[config.mk]
export PLATFORM = sky130hd
export DESIGN_NAME = ps2_rx_fifo
export DESIGN_NICKNAME = d
export VERILOG_FILES = /design/src/rtl/ps2_rx_fifo.sv
export SDC_FILE = /design/constraint.sdc
export NUM_CORES = 1
export LEC_CHECK = 0
export CORE_AREA = 2 2 121 123
export CTS_CLUSTER_SIZE = 8
export DETAILED_ROUTE_END_ITERATION = 12
export DIE_AREA = 0 0 123 125
export PLACE_DENSITY = 0.61
export SYNTH_ARGS = -nofsm -noshare
export SYNTH_HDL_FRONTEND = slang
export SYNTH_SLANG_ARGS = --single-unit
[constraint.sdc]
create_clock -name clk -period 2.25 [get_ports clk]
set_clock_uncertainty 0.05 [all_clocks]
set_input_delay 0.45 -clock clk [delete_from_list [all_inputs] [get_ports clk]]
set_output_delay 0.45 -clock clk [all_outputs]
set_load 0.1 [all_outputs]
[src/rtl/ps2_rx_fifo.sv]
// ---------------------------------------------------------------------------
// ps2_rx_fifo
//
// Receives 11-bit PS/2 keyboard frames and queues the 8-bit scan codes in a
// small FIFO for the scan-code-to-ASCII stage.
//
// Frame on the wire (one bit per falling ps2_clk edge, LSB first):
//   bit 0      start, must be 0
//   bits 8..1  scan code, bit 1 is data[0]
//   bit 9      odd parity over bits 8..1
//   bit 10     stop, must be 1
//
// Parameters
//   DEPTH_LOG2  FIFO depth is 2**DEPTH_LOG2 scan codes (must be >= 1)
//   TIMEOUT     idle clk cycles after which a partial frame is abandoned
//
// Ports
//   clk         system clock, all state updates on its rising edge
//   clrn        asynchronous active-low reset
//   ps2_clk     raw PS/2 clock, asynchronous to clk
//   ps2_data    raw PS/2 data, asynchronous to clk
//   nextdata_n  active-low pop request from the consumer
//   data        scan code at the FIFO head (combinational read)
//   ready       registered, high while the FIFO holds at least one code
//   overflow    registered, sticky: a valid frame was lost to a full FIFO
//   frame_err   registered, one-cycle pulse when a frame is rejected
// ---------------------------------------------------------------------------
module ps2_rx_fifo #(
    parameter int DEPTH_LOG2 = 3,
    parameter int TIMEOUT    = 10000
) (
    input  logic       clk,
    input  logic       clrn,
    input  logic       ps2_clk,
    input  logic       ps2_data,
    input  logic       nextdata_n,
    output logic [7:0] data,
    output logic       ready,
    output logic       overflow,
    output logic       frame_err
);

    localparam int DEPTH  = 1 << DEPTH_LOG2;
    localparam int PTR_W  = DEPTH_LOG2 + 1;
    localparam int IDLE_W = (TIMEOUT < 2) ? 1 : $clog2(TIMEOUT + 1);

    localparam logic [IDLE_W-1:0] IDLE_LIMIT = IDLE_W'(TIMEOUT);
    localparam logic [IDLE_W-1:0] IDLE_ONE   = IDLE_W'(1);
    localparam logic [PTR_W-1:0]  PTR_ONE    = PTR_W'(1);
    localparam logic [3:0]        LAST_BIT   = 4'd10;

    // Odd parity check: data bits plus parity bit must hold an odd number of ones.
    function automatic logic odd_parity_ok(input logic [8:0] bits);
        odd_parity_ok = ((^bits) == 1'b1);
    endfunction

    // -----------------------------------------------------------------------
    // Input synchronisation and falling-edge detection
    // -----------------------------------------------------------------------
    logic [2:0] ps2_clk_sync_r;
    logic [1:0] ps2_data_sync_r;
    logic       fall_s;
    logic       bit_s;

    // Synchronizer chains for the two asynchronous PS/2 lines.
    always_ff @(posedge clk or negedge clrn) begin
        if (!clrn) begin
            ps2_clk_sync_r  <= 3'b000;
            ps2_data_sync_r <= 2'b00;
        end else begin
            ps2_clk_sync_r  <= {ps2_clk_sync_r[1:0], ps2_clk};
            ps2_data_sync_r <= {ps2_data_sync_r[0], ps2_data};
        end
    end

    // The two oldest clock samples reading 1 then 0 mark a falling edge;
    // clearing the chain to zero on reset means no false edge after release.
    assign fall_s = (ps2_clk_sync_r[2] == 1'b1) && (ps2_clk_sync_r[1] == 1'b0);
    assign bit_s  = ps2_data_sync_r[1];

    // -----------------------------------------------------------------------
    // Frame assembly
    // -----------------------------------------------------------------------
    logic [3:0]        bit_cnt_r;
    logic [3:0]        bit_cnt_next_s;
    logic [9:0]        shift_r;          // bits 0..9 of the frame once complete
    logic [9:0]        shift_next_s;
    logic [IDLE_W-1:0] idle_cnt_r;
    logic [IDLE_W-1:0] idle_next_s;
    logic              frame_valid_s;
    logic              frame_ok_next_s;
    logic              frame_bad_next_s;
    logic              frame_ok_r;       // valid frame waiting to be written
    logic [7:0]        frame_byte_r;
    logic              frame_err_r;

    // The stop bit is never stored: it is the bit sampled on the 11th edge.
    assign frame_valid_s = (shift_r[0] == 1'b0) && (bit_s == 1'b1)
                           && odd_parity_ok(shift_r[9:1]);

    // Bit counting, shift register, idle timeout and frame verdict.
    always_comb begin
        bit_cnt_next_s   = bit_cnt_r;
        shift_next_s     = shift_r;
        idle_next_s      = idle_cnt_r;
        frame_ok_next_s  = 1'b0;
        frame_bad_next_s = 1'b0;
        if (fall_s) begin
            idle_next_s = '0;
            if (bit_cnt_r == LAST_BIT) begin
                bit_cnt_next_s = 4'd0;
                if (frame_valid_s) begin
                    frame_ok_next_s = 1'b1;
                end else begin
                    frame_bad_next_s = 1'b1;
                end
            end else begin
                // Right shift: after ten edges the first bit sits at index 0.
                shift_next_s   = {bit_s, shift_r[9:1]};
                bit_cnt_next_s = bit_cnt_r + 4'd1;
            end
        end else if (bit_cnt_r == 4'd0) begin
            idle_next_s = '0;
        end else if (idle_cnt_r >= IDLE_LIMIT) begin
            // Keyboard went quiet mid-frame: silently abandon it.
            bit_cnt_next_s = 4'd0;
            idle_next_s    = '0;
        end else begin
            idle_next_s = idle_cnt_r + IDLE_ONE;
        end
    end

    // Receiver state registers.
    always_ff @(posedge clk or negedge clrn) begin
        if (!clrn) begin
            bit_cnt_r    <= 4'd0;
            shift_r      <= 10'd0;
            idle_cnt_r   <= '0;
            frame_ok_r   <= 1'b0;
            frame_byte_r <= 8'd0;
            frame_err_r  <= 1'b0;
        end else begin
            bit_cnt_r    <= bit_cnt_next_s;
            shift_r      <= shift_next_s;
            idle_cnt_r   <= idle_next_s;
            frame_ok_r   <= frame_ok_next_s;
            frame_byte_r <= shift_r[8:1];
            frame_err_r  <= frame_bad_next_s;
        end
    end

    // -----------------------------------------------------------------------
    // Scan-code FIFO
    // -----------------------------------------------------------------------
    logic [7:0]       mem [DEPTH];
    logic [PTR_W-1:0] wptr_r;
    logic [PTR_W-1:0] rptr_r;
    logic [PTR_W-1:0] wptr_next_s;
    logic [PTR_W-1:0] rptr_next_s;
    logic             ready_r;
    logic             overflow_r;
    logic             full_s;
    logic             wr_en_s;
    logic             pop_s;

    // Extra pointer MSB distinguishes full from empty, so every entry is usable.
    assign full_s  = (wptr_r[PTR_W-1] != rptr_r[PTR_W-1])
                     && (wptr_r[PTR_W-2:0] == rptr_r[PTR_W-2:0]);
    // Full is judged before any same-cycle pop, so such a write is dropped.
    assign wr_en_s = frame_ok_r && !full_s;
    assign pop_s   = !nextdata_n && ready_r;

    // Pointer advance for the write and pop of this cycle.
    always_comb begin
        wptr_next_s = wptr_r;
        rptr_next_s = rptr_r;
        if (wr_en_s) begin
            wptr_next_s = wptr_r + PTR_ONE;
        end else begin
            wptr_next_s = wptr_r;
        end
        if (pop_s) begin
            rptr_next_s = rptr_r + PTR_ONE;
        end else begin
            rptr_next_s = rptr_r;
        end
    end

    // Pointers and status flags.
    always_ff @(posedge clk or negedge clrn) begin
        if (!clrn) begin
            wptr_r     <= '0;
            rptr_r     <= '0;
            ready_r    <= 1'b0;
            overflow_r <= 1'b0;
        end else begin
            wptr_r     <= wptr_next_s;
            rptr_r     <= rptr_next_s;
            ready_r    <= (wptr_next_s != rptr_next_s);
            overflow_r <= overflow_r || (frame_ok_r && full_s);
        end
    end

    // Storage array; contents are don't-care until written, so no reset.
    always_ff @(posedge clk) begin
        if (wr_en_s) begin
            mem[wptr_r[PTR_W-2:0]] <= frame_byte_r;
        end
    end

    assign data      = mem[rptr_r[PTR_W-2:0]];
    assign ready     = ready_r;
    assign overflow  = overflow_r;
    assign frame_err = frame_err_r;

endmodule

## Yosys cells after proc, flatten, opt, wreduce, memory -nomap -nowiden

Memories as Yosys holds them, arrays and structs flattened.
Cells that the tools add are included.

- Add/subtract/negate cells: 4
- Order comparisons: 1
- Equality and inequality tests: 5
- Multiplexer cells: 17
- Bitwise operators: 3
- Reduce and logical (&&, ||, !) cells: 15

Operator list:

| kind | count |
|---|---|
| 14-bit 2-to-1 mux | 3 |
| 4-bit 2-to-1 mux | 6 |
| 14-bit by 1-bit adder with 14-bit output (second input constant) | 1 |
| 14-bit greater-or-equal comparator (second input constant) | 1 |
| 4-bit by 1-bit adder with 4-bit output (second input constant) | 3 |
| 9-bit XOR reduction | 1 |
| 1-bit 2-to-1 mux | 8 |
| 1-bit logical AND | 7 |
| 4-bit == test (second input constant) | 1 |
| 4-bit zero test | 1 |
| 4-bit != test | 1 |
| 2-bit AND reduction | 2 |
| 3-bit == test | 1 |
| 1-bit inverter | 3 |
| 1-bit zero test | 2 |
| 2-bit != test (second input constant) | 1 |
| 2-bit nonzero test | 1 |
| 1-bit logical OR | 1 |
| 1-bit != test | 1 |

- Register bits: 53
- RAM bits: 64
- Word-level logic and storage cells: 58
- Memories kept: 1

Memories:

| memory | words | bits a word | rd ports | clocked after Yosys merged registers in | wr ports | line | source |
|---|---|---|---|---|---|---|---|
| mem | 8 | 8 | 1 | 0 | 1 | 155 | `logic [7:0] mem [DEPTH];` |

## Longest topological paths before layout

- Depth after elaboration: 6
- Mapped depth: 6
- Mapped depth without buffers: 6

## Least setup slack after synthesis

Ideal clock, no wire load.

- Kind: register -> register
- From: register wptr_r[2]
- To: memory mem[2][0] (enable)
- Arrival time: 1957 ps
- Path slack: -142 ps
- Cell stages (with the launch flop): 6
- Path buffers: 1
- Period minus slack after synthesis: 2392 ps
- Cell sequence: dfrtp_1 buf_4 xor2_1 o41ai_4 or2_2 nor3b_1

- Cells in the longest elaborated chain, start to end: 6

Ends and longest elaborated chain:

| what | line | source |
|---|---|---|
| start, declared | 156 | `logic [PTR_W-1:0] wptr_r;` |
| start signal, assigned | 197 | `wptr_r <= wptr_next_s;` |
| 3-bit == test | 168 | `&& (wptr_r[PTR_W-2:0] == rptr_r[PTR_W-2:0]);` |
| 1-bit logical AND | 168 |  |
| 1-bit zero test | 170 | `assign wr_en_s = frame_ok_r && !full_s;` |
| 1-bit logical AND | 170 |  |
| 1-bit 2-to-1 mux | 206 | `if (wr_en_s) begin` |
| 1-bit 2-to-1 mux (implied by the code) | 207 | `mem[wptr_r[PTR_W-2:0]] <= frame_byte_r;` |
| end, declared | 155 |  |

Several ways; a longest one is shown, not always the timed one.

## Worst setup path after layout

- From: register rptr_r[0]
- To: output data[3]

- Cells in the longest elaborated chain, start to end: 1

Ends and longest elaborated chain:

| what | line | source |
|---|---|---|
| start, declared | 157 | `logic [PTR_W-1:0] rptr_r;` |
| start signal, assigned | 198 | `rptr_r <= rptr_next_s;` |
| memory read 8 x 8 bit | -- |  |
| end, declared | 37 | `output logic [7:0] data,` |

Every way passes these cells.

==> results.md <==
* Die ar. at 0.0154 sq mm
* I/O Pins at 16
* VDD IR max at 0.569 mV
* Reg area at 0.00325 sq mm
* Arr. time, crit path at 2.00 ns
* Core area at 0.0142 sq mm
* Mapped cell area at 0.00479 sq mm
* Standard-cell rows at 44
* Mean Syn Cell Area at 16.2 sq um
* Pwr/cell area at 1460 mW/mm^2
* Gr usage total at 12.0%
* Switching share of power at 34.5%
* Overflow after GRT at 0
* Num CTS Buffers at 17
* First-pass GRT wire length at 13700 microns
* Fin. max-slew vios at 0
* N_diodes at 0
* Peak Freq at 399 MHz
* Vias in the first global route at 2609
* Hpwl dp at 5190 microns
* Startpoint type of the worst setup path: flip-flop
* Total of max-cap violations at 0
* CP Capture Type: primary output
* Tcrit/Tclk final at 111%
* Unrepaired setup endpoints after global routing: true
* Die X at 123 microns
* Starting DRT DRC Count at 133
* Layout Nets at 356
* CP max stage cell: mux4_2
* Root Driver: clkbuf_16
* Combinational power share at 36.8%
* PortBufs at 15
* Worst Path Required at 1.75 ns
* Hold Crit Class: flip-flop to flip-flop
* Area Overhead vs Synth at 26.3%
* Period minus WS final at 2.50 ns
* Final core utilization at 42.6%
* Hold Fails Final Rpt at 0
* DRC at 0
* CTS H-Tree Depth at 4
* Cell taking the most area after synthesis: edfxtp_1
* Filler Cell Count at 1266
* Final setup fails at 8
* Synthesis-stage register bit count at 117
* Relative slew slack at 69.1%
* DR WL/cell at 15.3 microns
* Worst Hold Margin at 0.299 ns
* Multi-input logic area at 0.00150 sq mm
* Hold path cells at 0
* Share of post-route cells with drive strength above 1 at 31.7%
* Clk sinks at 117
* Max clock buf depth at 2
* Measured slew at the worst slew-check pin at 0.463 ns
* Setup TNS at -1.93 ns
* Cells after Synth at 295
* Commonest non-fill, non-tap cell in the layout: edfxtp_1
* Initial Util at 33.7%
* Ys Warns at 0
* Clock slew at reported path FFs at 0.06 ns
* Worst path max stage delay at 0.49 ns
* Int Power at 5.80 mW
* Status: finished with violations
* Reg2reg path depth at 7
* Final Wtd Congestion at 0.756
* Failing checks: negative setup slack
* Most frequent cells in the layout: 64 x edfxtp_1, 52 x dfrtp_1, 21 x nor2_1, 21 x buf_4, 19 x clkbuf_16
* Synth Net Count at 307
* Initial antenna violation count at 0
* Yosys cell types at 40
* Post-DRT Antenna Nets at 0
* Worst-Skew Late Latency at 0.40 ns
* DIE HEIGHT at 125 microns
* Top post-synthesis cells by area: edfxtp_1 40%, dfrtp_1 28%, mux4_2 5.6%, mux2_2 4.5%, xnor2_1 3.3%
* Share of the synthesized area in the top cell type at 40.1%
* Switching Power at 3.05 mW
* Final WL at 8300 microns
* Setup ws final at -0.253 ns
* Pin count of the biggest net entering global routing at 22
* CTS tree: yes
* Leakage Power at 2.34 nW
* Flop pwr share at 34.6%
* First-pass DRT Iterations at 6
* WS Path Type: flip-flop to primary output
* Critical path fanouts, max at 7
* Sequential share of the synthesized area at 67.8%
* Via-per-instance ratio at 4.55
* Vias at 2461
* Crit-path cells: clkbuf_16 > mux4_2 > mux2_4 > buf_12
* Clock share of power at 28.6%
==> state kept, by name, indices dropped and copies added, names as in the netlist <==
name,flops
ps2_clk_sync_r,3
wptr_r,4
frame_ok_r,1
frame_byte_r,8
idle_cnt_r,14
rptr_r,4
bit_cnt_r,4
mem,64
overflow,1
shift_r,10
frame_err,1
ps2_data_sync_r,2
ready,1
==> power by group through the flow <==
| stage | clock [mW] | sequential, mW | combinational, mW |
|---|---|---|---|
| after floorplan | 0 | 3.04 | 2.24 |
| after global placement | 0 | 3.06 | 3.11 |
| after detailed placement | 0 | 3.09 | 3.14 |
| after CTS | 2.59 | 3.05 | 3.15 |
| after global routing | 2.71 | 3.13 | 3.46 |
| final | 2.53 | 3.06 | 3.26 |
==> cells by family after synthesis <==
family	synth area share, %
mux	12.6
simple gates	6.92
fa+ha+maj	1.83
flops	67.8
buf+inv	2.09
xor+xnor	6.55
compound gates	2.24
==> final cells by class <==
type | instances | area share (%)
Clock buffer | 18 | 7.09
Clock inverter | 14 | 2.25
Inverter | 11 | 0.682
Multi-Input combinational cell | 157 | 24.8
Sequential cell | 117 | 53.7
Tap cell | 184 | 3.80
Timing Repair Buffer | 40 | 7.71
==> synthesized netlist by cell type <==
library cell and count:
mux2_2 19, mux4_2 12, nor2b_1 1, nand4_1 2
nand2b_1 1, inv_1 11, nor2_1 21, o21ai_0 2
mux2_4 1, nand4b_1 1, or3b_2 1, mux4_1 4
xor2_2 1, or2_2 2, nor4_1 2, a21o_1 1
o41ai_4 1, and3_1 2, dfrtp_1 53, buf_2 2
nor3b_1 3, or3_1 2, ha_1 7, edfxtp_1 64
buf_4 1, nand3_1 11, o311ai_0 1, nor3_1 5
o22ai_1 1, xnor2_1 18, o31ai_2 1, clkbuf_1 5
nand2_1 11, o211ai_1 2, nor4bb_1 1, o21bai_1 1
buf_6 2, and2_1 1, xor2_1 16, a31oi_1 2
==> routing by layer <==
layer | track usage, % | vias up | part of all wire (%) | routed length [microns]
li1 | - | 1177 | - | -
met2 | 19.5 | 26 | 51 | 4250
met4 | 4.14 | 0 | 1.1 | 91
met5 | 0 | - | 0 | 0
met1 | 14.7 | 1252 | 45 | 3740
met3 | 4.52 | 6 | 2.6 | 219
==> what timing repair did <==
| action | 4_1_cts | 5_1_grt |
|---|---|---|
| gates cloned | 0 | 2 |
| pin swaps | 0 | 2 |
| gates resized for setup | 1 | 10 |
| endpoints found under the hold margin | 18 | 0 |
| hold buffers | 1 | 0 |
| setup buffers | 0 | 1 |
| setup endpoints to repair | 8 | 8 |
==> worst max-delay path, delay by kind of cell (launching register included) <==
family                 cells  cell delay (ns)
multiplexers               2             0.78
buffers and inverters      2             0.36
flip-flops                 1             0.45
==> through the flow <==
| stage | instance area, sq um | total power [mW] | worst slack (ns) | std cells |
|---|---|---|---|---|
| detailed placement | 5400 | 6.23 | 0.130 | 505 |
| floorplan | 4840 | 5.28 | -0.0166 | 295 |
| CTS | 5970 | 8.79 | -0.298 | 538 |
| finish | 6050 | 8.85 | -0.253 | 541 |
| global route | 6050 | 9.31 | -0.316 | 541 |
| global placement | 5400 | 6.17 | 0.115 | 505 |
==> worst paths after layout <==
kind / end / slack (ns) / start
max: data[3] / -0.25 / rptr_r[0]
min: ps2_clk_sync_r[1] / 0.30 / ps2_clk_sync_r[0]
max reg2reg: mem[2][2] / 0.05 / rptr_r[0]
min reg2reg: ps2_clk_sync_r[1] / 0.30 / ps2_clk_sync_r[0]
max in group asynchronous: rptr_r[0] / 1.01 / clrn
min in group asynchronous: bit_cnt_r[1] / 0.47 / clrn
Note: power is estimated with default switching activity, not from simulation.
